File: config.mk
export PLATFORM = sky130hd
export DESIGN_NAME = hps_dma_bridge
export DESIGN_NICKNAME = d
export VERILOG_FILES = /design/src/rtl/hps_dma_bridge.sv
export SDC_FILE = /design/constraint.sdc
export NUM_CORES = 1
export LEC_CHECK = 0
export CAP_MARGIN = 20
export CORE_AREA = 5 5 240 219
export CTS_CLUSTER_DIAMETER = 60
export CTS_CLUSTER_SIZE = 24
export DETAILED_ROUTE_END_ITERATION = 10
export DIE_AREA = 0 0 245 224
export DONT_BUFFER_PORTS = 1
export SYNTH_ARGS = -nofsm -noshare
export SYNTH_HDL_FRONTEND = slang
export SYNTH_SLANG_ARGS = --single-unit
File: constraint.sdc
create_clock -name clk_sys -period 7.6 [get_ports clk_sys]
set_input_delay 1.52 -clock clk_sys [delete_from_list [all_inputs] [get_ports clk_sys]]
set_output_delay 1.52 -clock clk_sys [all_outputs]
set_load 0.03 [all_outputs]
File: src/rtl/hps_dma_bridge.sv
// Bridges single-word HPS DMA requests onto an Avalon-MM master port.
// Reads go through a one-line prefetch buffer. Writes are single-beat and write through.
module hps_dma_bridge #(
  parameter int ADDR_W = 32,
  parameter int DATA_W = 32,
  parameter int BURST  = 8
) (
  input  logic                clk_sys,
  input  logic                reset,
  input  logic                dma_rd,
  input  logic                dma_wr,
  input  logic [ADDR_W-1:0]   dma_addr,
  input  logic [DATA_W-1:0]   dma_dout,
  output logic [DATA_W-1:0]   dma_din,
  output logic                io_wait,
  input  logic                flush,
  output logic [15:0]         hit_cnt,
  output logic [ADDR_W-1:0]   avm_address,
  output logic                avm_read,
  output logic                avm_write,
  output logic [DATA_W-1:0]   avm_writedata,
  output logic [DATA_W/8-1:0] avm_byteenable,
  output logic [6:0]          avm_burstcount,
  input  logic                avm_waitrequest,
  input  logic [DATA_W-1:0]   avm_readdata,
  input  logic                avm_readdatavalid
);

  localparam int IDX   = $clog2(BURST);
  localparam int IDX_W = (IDX > 0) ? IDX : 1;
  localparam int WA_W  = ADDR_W - 2;
  localparam logic [WA_W-1:0]  LINE_MASK = ~WA_W'(BURST - 1);
  localparam logic [IDX_W-1:0] IDX_MASK  = IDX_W'(BURST - 1);
  localparam logic [IDX_W-1:0] LAST_BEAT = IDX_W'(BURST - 1);

  typedef enum logic [1:0] {IDLE, RD_REQ, RD_DATA, WR_REQ} state_t;

  state_t             state_reg, state_next;
  logic [WA_W-1:0]    addr_reg;
  logic [WA_W-1:0]    tag_reg;
  logic [DATA_W-1:0]  wdata_reg;
  logic [DATA_W-1:0]  dout_reg;
  logic [IDX_W-1:0]   beat_cnt_reg;
  logic [15:0]        hit_cnt_reg;
  logic               valid_reg;
  logic               flush_pending_reg;
  logic [DATA_W-1:0]  line_mem [BURST];

  logic [WA_W-1:0]    req_word, req_line, lat_line;
  logic [IDX_W-1:0]   req_idx, lat_idx;
  logic               rd_hit, wr_hit, last_beat;
  logic               unused_ok;

  // Tags are kept as full word addresses with the in-line index bits masked off.
  assign req_word  = dma_addr[ADDR_W-1:2];
  assign req_line  = req_word & LINE_MASK;
  assign req_idx   = req_word[IDX_W-1:0] & IDX_MASK;
  assign lat_line  = addr_reg & LINE_MASK;
  assign lat_idx   = addr_reg[IDX_W-1:0] & IDX_MASK;
  assign rd_hit    = valid_reg && (req_line == tag_reg) && !flush;
  assign wr_hit    = valid_reg && (lat_line == tag_reg);
  assign last_beat = avm_readdatavalid && (beat_cnt_reg == LAST_BEAT);
  assign unused_ok = &{1'b0, dma_addr[1:0]};

  always_ff @(posedge clk_sys) begin
    if (reset) state_reg <= IDLE;
    else       state_reg <= state_next;
  end

  always_comb begin
    state_next = state_reg;
    case (state_reg)
      IDLE: begin
        if (dma_wr)                 state_next = WR_REQ;
        else if (dma_rd && !rd_hit) state_next = RD_REQ;
      end
      RD_REQ:  if (!avm_waitrequest) state_next = RD_DATA;
      RD_DATA: if (last_beat)        state_next = IDLE;
      WR_REQ:  if (!avm_waitrequest) state_next = IDLE;
      default: state_next = IDLE;
    endcase
  end

  always_comb begin
    io_wait        = 1'b0;
    avm_read       = 1'b0;
    avm_write      = 1'b0;
    avm_address    = {addr_reg, 2'b00};
    avm_burstcount = 7'd1;
    case (state_reg)
      RD_REQ: begin
        io_wait        = 1'b1;
        avm_read       = 1'b1;
        avm_address    = {lat_line, 2'b00};
        avm_burstcount = 7'(BURST);
      end
      RD_DATA: io_wait = 1'b1;
      WR_REQ: begin
        io_wait   = 1'b1;
        avm_write = 1'b1;
      end
      default: ;
    endcase
  end

  assign avm_writedata  = wdata_reg;
  assign avm_byteenable = '1;
  assign dma_din        = dout_reg;
  assign hit_cnt        = hit_cnt_reg;

  always_ff @(posedge clk_sys) begin
    if (reset) begin
      addr_reg          <= '0;
      tag_reg           <= '0;
      wdata_reg         <= '0;
      dout_reg          <= '0;
      beat_cnt_reg      <= '0;
      hit_cnt_reg       <= '0;
      valid_reg         <= 1'b0;
      flush_pending_reg <= 1'b0;
    end else begin
      case (state_reg)
        IDLE: begin
          if (flush) valid_reg <= 1'b0;
          if (dma_wr) begin
            addr_reg  <= req_word;
            wdata_reg <= dma_dout;
          end else if (dma_rd) begin
            if (rd_hit) begin
              dout_reg <= line_mem[req_idx];
              if (hit_cnt_reg != 16'hFFFF) hit_cnt_reg <= hit_cnt_reg + 16'd1;
            end else begin
              addr_reg          <= req_word;
              valid_reg         <= 1'b0;
              beat_cnt_reg      <= '0;
              flush_pending_reg <= 1'b0;
            end
          end
        end
        RD_REQ: if (flush) flush_pending_reg <= 1'b1;
        RD_DATA: begin
          if (flush) flush_pending_reg <= 1'b1;
          if (avm_readdatavalid) beat_cnt_reg <= beat_cnt_reg + 1'b1;
          if (last_beat) begin
            // The requested word may be the beat arriving this very cycle.
            dout_reg          <= (lat_idx == beat_cnt_reg) ? avm_readdata : line_mem[lat_idx];
            valid_reg         <= !(flush_pending_reg || flush);
            tag_reg           <= lat_line;
            flush_pending_reg <= 1'b0;
          end
        end
        WR_REQ: if (flush) valid_reg <= 1'b0;
        default: ;
      endcase
    end
  end

  // Line storage is left unreset; valid_reg alone decides whether it is usable.
  always_ff @(posedge clk_sys) begin
    if (state_reg == RD_DATA && avm_readdatavalid)
      line_mem[beat_cnt_reg] <= avm_readdata;
    else if (state_reg == WR_REQ && !avm_waitrequest && wr_hit)
      line_mem[lat_idx] <= wdata_reg;
  end

endmodule

After elaboration in Yosys (flattened, before gate mapping)
Memories as Yosys holds them, arrays and structs flattened. A register that Yosys moved wholly into a read port is not among the register bits.
Index checks and enable logic that the tools add are counted.
Storage, ports and cells
  word-level logic and storage cells: 107
  memories kept: 1
  RAM bits: 256
  register bits: 144
  output and inout port bits: 126
  input port bits: 103
Cells by class
  reductions and logical operators: 29
  bitwise operators: 1
  equality and inequality tests: 18
  multiplexer cells: 47
  add/subtract/negate cells: 2
Memory list
  line_mem: depth 8, bits a word 32, read ports 2, clocked after Yosys merged registers in 1, wr ports 1, RTL line 47  | logic [DATA_W-1:0] line_mem [BURST];
Operators by type and width (count)
  32-bit two-way mux: 6
  30-bit two-way mux: 3
  32-bit one-hot mux with 2 select lines: 1
  27-bit == test: 2
  32-bit OR reduction: 1
  3-bit two-way mux: 7
  1-bit two-way mux: 19
  2-bit != test (second input constant): 9
  16-bit by 1-bit adder with 16-bit output (second input constant): 1
  16-bit != test (second input constant): 1
  5-bit AND reduction: 3
  2-bit two-way mux: 5
  1-bit logical AND: 8
  2-bit one-hot mux with 4 select lines: 1
  4-bit AND reduction: 2
  1-bit one-hot mux with 3 select lines: 2
  3-bit one-hot mux with 2 select lines: 1
  2-bit AND reduction: 3
  3-bit nonzero test: 2
  5-bit two-way mux: 1
  2-bit == test (second input constant): 2
  1-bit zero test: 4
  4-bit two-way mux: 1
  2-bit nonzero test: 2
  10 further kinds: 10

Logic depth before layout (Yosys ltp)
Gate-level depths: netlist of the first run.
  depth after elaboration: 8
  gate-level depth with buffers: 9
  depth with buffers taken out: 7

Least setup slack after synthesis of the first run
No wires, ideal clock.
  kind: in2reg
  start: input port avm_readdatavalid
  end: memory line_mem[2][0], enable pin
  arrival time: 3483 ps
  required time: 7206 ps
  path buffers: 0
  library setup time: 394 ps
  cell stages on the path: 5
  setup slack: 3723 ps
  cell sequence: nand2_1 > nand4b_1 > nor4_4 > nor2b_1 > a32o_1
On the way
  word-level cells in the longest chain between the ends: 5
  elaborated cells between the ends (all ways): 8
  those cells by class: mux (6); reduce/logical (2)
RTL lines
  from (decl): RTL line 26  | input logic avm_readdatavalid
  1-bit logical AND *: RTL line 160  | if (state_reg == RD_DATA && avm_readdatavalid)
  1-bit two-way mux: RTL line 160
  1-bit two-way mux (implied by the code): RTL line 163  | line_mem[lat_idx] <= wdata_reg;
  32-bit OR reduction (no line)
  3-bit two-way mux (no line) or 1-bit two-way mux (tied branches)
  to (decl): RTL line 47
Every way passes the cells marked *; elsewhere a longest branch is shown, timed or not.

Worst setup path in the final report of the first run
  start: register state_reg[0]
  end: memory line_mem[6][7], enable pin
On the way
  word-level cells in the longest chain between the ends: 8
  elaborated cells between the ends (all ways): 13
  those cells by class: eq/ne (2); mux (7); reduce/logical (4)
RTL lines
  from (decl): RTL line 38  | state_t state_reg, state_next;
  from (signal assigned): RTL line 67  | else state_reg <= state_next;
  2-bit == test: RTL line 162  | else if (state_reg == WR_REQ && !avm_waitrequest && wr_hit)
  1-bit logical AND (2 in a row): RTL line 162
  1-bit two-way mux: RTL line 162
  1-bit two-way mux: RTL line 160
  1-bit two-way mux (implied by the code): RTL line 163
  32-bit OR reduction (no line)
  3-bit two-way mux (no line) or 1-bit two-way mux (tied branches)
Several ways; a longest one is shown, not always the timed one.

==> flow_summary.toml, run 1 <==
[min_path]
worstHoldPathType = "flip-flop to flip-flop"

[sta]
finalCriticalPeriod_ns = 3.932
rsz0062_at_grt = "false"
skew_ns = 0.03552
slew_violations = 0
setup_viol = 0
fin_tns_setup_ns = 0
slew-limit-headroom = 0.3075
fin_crit_sh = 0.5173
worst_slew_pin_slew_ns = 1.038
hold_slack_ns = 0.4917
hold_viol = 0
fmax_mhz = 254.3

[status]
outcome = "finished clean"

[cells_and_area]
nets = 1505
n_fill_cell = 4514
final_cell_mix = "edfxtp_1, nand2_1, dfxtp_1"
stdcell_area_um2 = 21090
layout-drive-gt1-share = 0.1824
regMostFlops = "line_mem"
area_growth_pct = 7.288
final_util = 0.4238
final_common_cell = "edfxtp_1"
largest_reg_flops = 256

[synthesis]
synthXorXnorAreaFrac = 0.02629
synth_top_family_by_area = "multiplexers"
synth_enable_flop_cells = 256
netlist_area_um2 = 19660
synth_flop_cell = "edfxtp_1"
synthSimpleGateAreaFrac = 0.1062
ys_async_sr_fraction = 0
muxShareOfSynthArea = 0.2004
yosysSeqAreaShare = 0.5407
ys_types = 52
yosys_warnings = 0
syn_inst = 1487
synth-adder-area-share = 0.005092
avgSynthCellArea_um2 = 13.22
synth_seq_cells = 403
synth_compound_area_frac = 0.08051

[setup_path]
crit_type = "flip-flop to flip-flop"
arrival_ns = 4.16
start_kind = "flip-flop"
critPathSlowestCell = "buf_4"
cp_slowest_stage_delay_ns = 0.59
crit_chain = "inv_1 > ha_2 > nand2_1 > nand4b_1 > nor4_4 > buf_4 > nand4_1 > nand2_2 > buf_4"
worstPathMaxFanout = 37
cp_common_cell = "buf_4"
worst-path-buf-inv = 3
cp-end-kind = "flip-flop"
cp.required_ns = 7.82
crit_family = "simple AND/OR/NAND/NOR gates"

[global_routing]
grt_use_total = 0.1806
gr-total-overflow = 0
antenna_found_initial = 2
grt_max_degree = 207
grt_pass1_vias = 12020
grt_pass1_wl_mm = 75.92

[floorplan]
dieArea_um2 = 54880
num_io_pins = 229
rows = 78
start_util = 0.3950
die_h_um = 224
core_um2 = 49770
die_w_um = 245

[power]
p_clk_frac = 0.312
power_switching_mw = 1.979
p_per_area_nw_per_um2 = 282.3
irDropWorstVdd_mv = 0.1730
p_leak_nw = 6.929
switching_share = 0.3323
internal-power_mw = 3.975
power_frac_comb = 0.222
power_frac_seq = 0.467
total_power_mw = 5.954

[run]
maxCapViolations = 0

[placement]
gp_congestion = 0.7371
dpl_cell_area_um2 = 19930
dpl.hpwl_mm = 29.78
io_buffers = 0

[cts]
clk_pin_slew_ns = 0.07
cts_inserted_buffers = 34
clockRootBuffer = "clkbuf_16"
cts_resized = 0
clock_path_buffers = 3
postCtsSetupRepairBufs = 0
clk-insertion-delay-late_ns = 0.57
hold_buffers = 0
cts_max_level = 2
cts.sinks = 403
cts_tree = "built"

[route]
wl_per_cell_um = 24.70
route.detailed.drc = 0
final_antenna_net_count = 0
routed_via_density = 5.841
dr_total_vias = 12050
drtIter0Drc = 930
wirelength_mm = 50.93
dr.pass1.iters = 7
==> layout make-up <==
class / instances / area (um^2) / share of cell area
sequential: 403 / 10640 / 0.5044
multi-input combinational: 930 / 8312 / 0.3941
clock buffer: 39 / 869.6 / 0.04123
tap: 640 / 800.8 / 0.03797
clock inverter: 23 / 291.5 / 0.01382
timing repair buffer: 18 / 147.6 / 0.007000
inverter: 7 / 26.28 / 0.001246
antenna: 2 / 5.005 / 0.0002373
==> power groups by stage <==
stage               Combinational [mW]  Clock (mW)  Sequential (mW)
global route                      1.43        2.00             2.80
floorplan                         1.24           0             2.62
detailed placement                1.33           0             2.83
finish                            1.32        1.86             2.78
global placement                  1.32           0             2.83
CTS                               1.34        1.91             2.78
==> per-layer routing <==
layer | GRT usage | wire, um | share of wire | vias up
li1 | - | - | - | 5452
met1 | 0.2419 | 21780 | 0.43 | 6197
met2 | 0.3054 | 25120 | 0.49 | 336
met3 | 0.03221 | 2865 | 0.056 | 60
met4 | 0.04976 | 1172 | 0.023 | 0
met5 | 0 | 0 | 0 | -
==> synth_stat cells (5+ instances only) <==
cell type  instances  area (um^2)
nand4_1           17        106.4
o21ai_0           45        225.2
nor2b_1           37        231.5
nand4b_1          33        289.0
ha_1               8        100.1
nand2_1          164        615.6
o22a_1            31        271.5
or3_1              8        50.05
nor4_1             5        31.28
buf_1              6        22.52
xnor2_1           34        297.8
nand3_1           13        65.06
clkbuf_1          89        334.1
inv_1              7        26.28
or4_1              5        37.54
a211o_1           32        280.3
nor2_1            10        37.54
buf_4             43        322.8
xor2_1            25        219.0
a211oi_1          32        240.2
a21oi_1           80        400.4
nand2b_1          67        419.2
and3_1             6        37.54
mux2_2            32        360.4
o31ai_1            5        37.54
mux4_2           128         2883
edfxtp_1         256         7687
dfxtp_1          147         2943
mux2i_1           65        650.6
buf_2             18        90.09
==> through the flow <==
step / cells / setup slack [ns]
6_report: 2062 / 3.668
5_1_grt: 2060 / 3.411
3_3_place_gp: 1997 / 3.210
4_1_cts: 2060 / 3.618
2_1_floorplan: 1496 / 3.723
3_5_place_dp: 1998 / 3.189
==> tightest hold or removal path: cells and delay by family (launching register included) <==
kind	cells	cell delay, ns
AO/OA/AOI/OAI	1	0.05
flip-flops	1	0.33
AND/OR/NAND/NOR	1	0.06
==> worst paths after layout <==
path,startpoint,endpoint,slack (ns),cells past startpoint
max,state_reg[0]$_SDFFE_PP0P_,line_mem[6][7]$_DFFE_PP_,3.67,9
min,tag_reg[6]$_SDFFE_PP0P_,tag_reg[6]$_SDFFE_PP0P_,0.49,2
max reg2reg,state_reg[0]$_SDFFE_PP0P_,line_mem[6][7]$_DFFE_PP_,3.67,9
min reg2reg,tag_reg[6]$_SDFFE_PP0P_,tag_reg[6]$_SDFFE_PP0P_,0.49,2
==> kinds of logic (layout without fill, tap and decap cells) <==
group,count (synthesis),after routing
compound gates,240,240
flops,403,403
xor+xnor,59,59
mux,229,229
simple gates,383,383
other cells,2,13
fa+ha+maj,8,8
buf+inv,163,87
Power figures use the tool's default switching activity.
==> run 2, diff against run 1 <==
clock period = 3.65 ns   (was 7.6 ns; I/O delays follow)
==> flow_summary.toml, run 2 (synthesis results as in run 1) <==
[setup_path]
arrival_ns = 3.31
rr_worst_depth = 7
critPathSlowestCell = "dfxtp_1"
crit_type = "flip-flop to flip-flop"
cp_slowest_stage_delay_ns = 0.57
cp.required_ns = 3.87
start_kind = "flip-flop"
cp-end-kind = "flip-flop"
r2r-start = "addr_reg[7]$_SDFFE_PP0P_"
r2r-end = "line_mem[1][0]$_DFFE_PP_"
worstPathMaxFanout = 19
rrSetupSlack_ns = 0.56
crit_chain = "xor2_1 > nor4_1 > nand4_1 > nor4_4 > nor2b_1 > a32o_2 > buf_4"

[cts]
cts_max_level = 2
cts_resized = 0
postCtsSetupRepairBufs = 0
hold_buffers = 0
clk-insertion-delay-late_ns = 0.56
clockRootBuffer = "clkbuf_16"
clock_path_buffers = 3
cts.sinks = 403
cts_tree = "built"
clk_pin_slew_ns = 0.07
cts_inserted_buffers = 36

[floorplan]
rows = 78
core_um2 = 49770
num_io_pins = 229
start_util = 0.3950
die_w_um = 245
die_h_um = 224
dieArea_um2 = 54880

[cells_and_area]
layout-drive-gt1-share = 0.2058
regMostFlops = "line_mem"
regArea_um2 = 10640
area_growth_pct = 9.769
final_common_cell = "edfxtp_1"
n_fill_cell = 4536
largest_reg_flops = 256
final_cell_mix = "edfxtp_1, nand2_1, dfxtp_1"
nets = 1542
multi_input_area_um2 = 8312

[placement]
pre_cts_slack_ns = 0.5237
gp_congestion = 0.7767
io_buffers = 0
dpl.hpwl_mm = 31.76

[global_routing]
grt_use_total = 0.1860
met2_usage = 0.3031
top_usage_layer = "met2"
grt_max_degree = 207
gr-usage-met1 = 0.2584
grt_pass1_wl_mm = 78.94
gr-usage-met3 = 0.03508
grt_pass1_vias = 12560
antenna_found_initial = 3
gr-total-overflow = 0

[route]
dr.pass1.iters = 5
wirelength_mm = 51.68
route.detailed.drc = 0
routed_via_density = 5.864
final_antenna_net_count = 0
dr_total_vias = 12310
drtIter0Drc = 1003
wl_per_cell_um = 24.61

[sta]
rsz0062_at_grt = "false"
setup_ws_ns = 0.5600
fmax_mhz = 323.6
slew-limit-headroom = 0.3785
fin_crit_sh = 0.8466
worst_slew_pin_slew_ns = 0.9322
skew_ns = 0.02345
setup_viol = 0
finalCriticalPeriod_ns = 3.090
fin_tns_setup_ns = 0
slew_violations = 0
hold_viol = 0

[min_path]
worstHoldPathType = "primary input to flip-flop"
min_from = "reset"
min_to = "avm_writedata[0]$_SDFFE_PP0P_"
hold_depth = 1

[power]
irDropWorstVdd_mv = 0.3504
p_leak_nw = 7.193
p_per_area_nw_per_um2 = 595.0

[status]
outcome = "finished clean"

[run]
maxCapViolations = 0
## run 2: cell types whose count changed in the layout (fill, tap and decap cells not counted), moves of 2 or more
cell | previous run | this run
clkbuf_16 | 34 | 38
buf_12 | 1 | 10
clkbuf_1 | 5 | 3
clkinv_2 | 4 | 2
buf_4 | 17 | 43
inv_12 | 2 | 0
inv_6 | 6 | 3
inv_8 | 2 | 5
inv_16 | 1 | 3
clkinv_8 | 2 | 4
## run 2: metrics by stage
step / power (mW) / util / cells / instance area [um^2] / hold WS, ns
floorplan: 8.032 / - / 1496 / 19690 / 0.4692
global placement: 8.822 / 0.4078 / 2033 / 20300 / 0.4758
detailed placement: 8.862 / 0.4078 / 2033 / 20300 / 0.4832
CTS: 12.98 / 0.4335 / 2098 / 21570 / 0.2244
global route: 13.43 / 0.4335 / 2098 / 21570 / 0.2216
finish: 12.84 / 0.4336 / 2100 / 21580 / 0.2419
## run 2: cell type report
cell class / instances / area share
antenna: 2 / 0.0002319
clock buffer: 41 / 0.04459
clock inverter: 24 / 0.01455
inverter: 7 / 0.001218
multi-input combinational: 930 / 0.3852
sequential: 403 / 0.4929
tap: 640 / 0.03711
timing repair buffer: 53 / 0.02424
## run 2: where the power goes
| group | leakage, nW | switching (mW) | internal (mW) |
|---|---|---|---|
| sequential | 3.50 | 0.479 | 5.08 |
| combinational | 3.07 | 1.86 | 1.32 |
| clock | 0.622 | 1.93 | 2.17 |
## run 2: worst max-delay path: cells and delay by family (launching register included)
kind / cells / cell delay (ns)
flip-flops: 1 / 0.57
AND/OR/NAND/NOR: 4 / 1.47
XOR/XNOR: 1 / 0.12
buffers and inverters: 1 / 0.34
AO/OA/AOI/OAI: 1 / 0.25
## run 2: worst max path at each step
stage	slack [ns]	end	cells past startpoint	start
finish	0.56	line_mem[1][0]$_DFFE_PP_	7	addr_reg[7]$_SDFFE_PP0P_
global route	0.26	line_mem[1][5]$_DFFE_PP_	7	addr_reg[7]$_SDFFE_PP0P_
CTS	0.49	line_mem[1][5]$_DFFE_PP_	7	addr_reg[7]$_SDFFE_PP0P_
detailed placement	0.52	line_mem[1][15]$_DFFE_PP_	7	addr_reg[7]$_SDFFE_PP0P_
global placement	0.57	line_mem[3][15]$_DFFE_PP_	7	addr_reg[7]$_SDFFE_PP0P_
floorplan	0.56	line_mem[2][0]$_DFFE_PP_	5	avm_readdatavalid
## run 2: per-layer routing
metal / share of wire / vias to the layer above / routed length, um
met5: 0.00025 / - / 13
met4: 0.021 / 2 / 1087
met3: 0.061 / 68 / 3158
met2: 0.48 / 347 / 24940
met1: 0.43 / 6369 / 22480
li1: - / 5528 / -
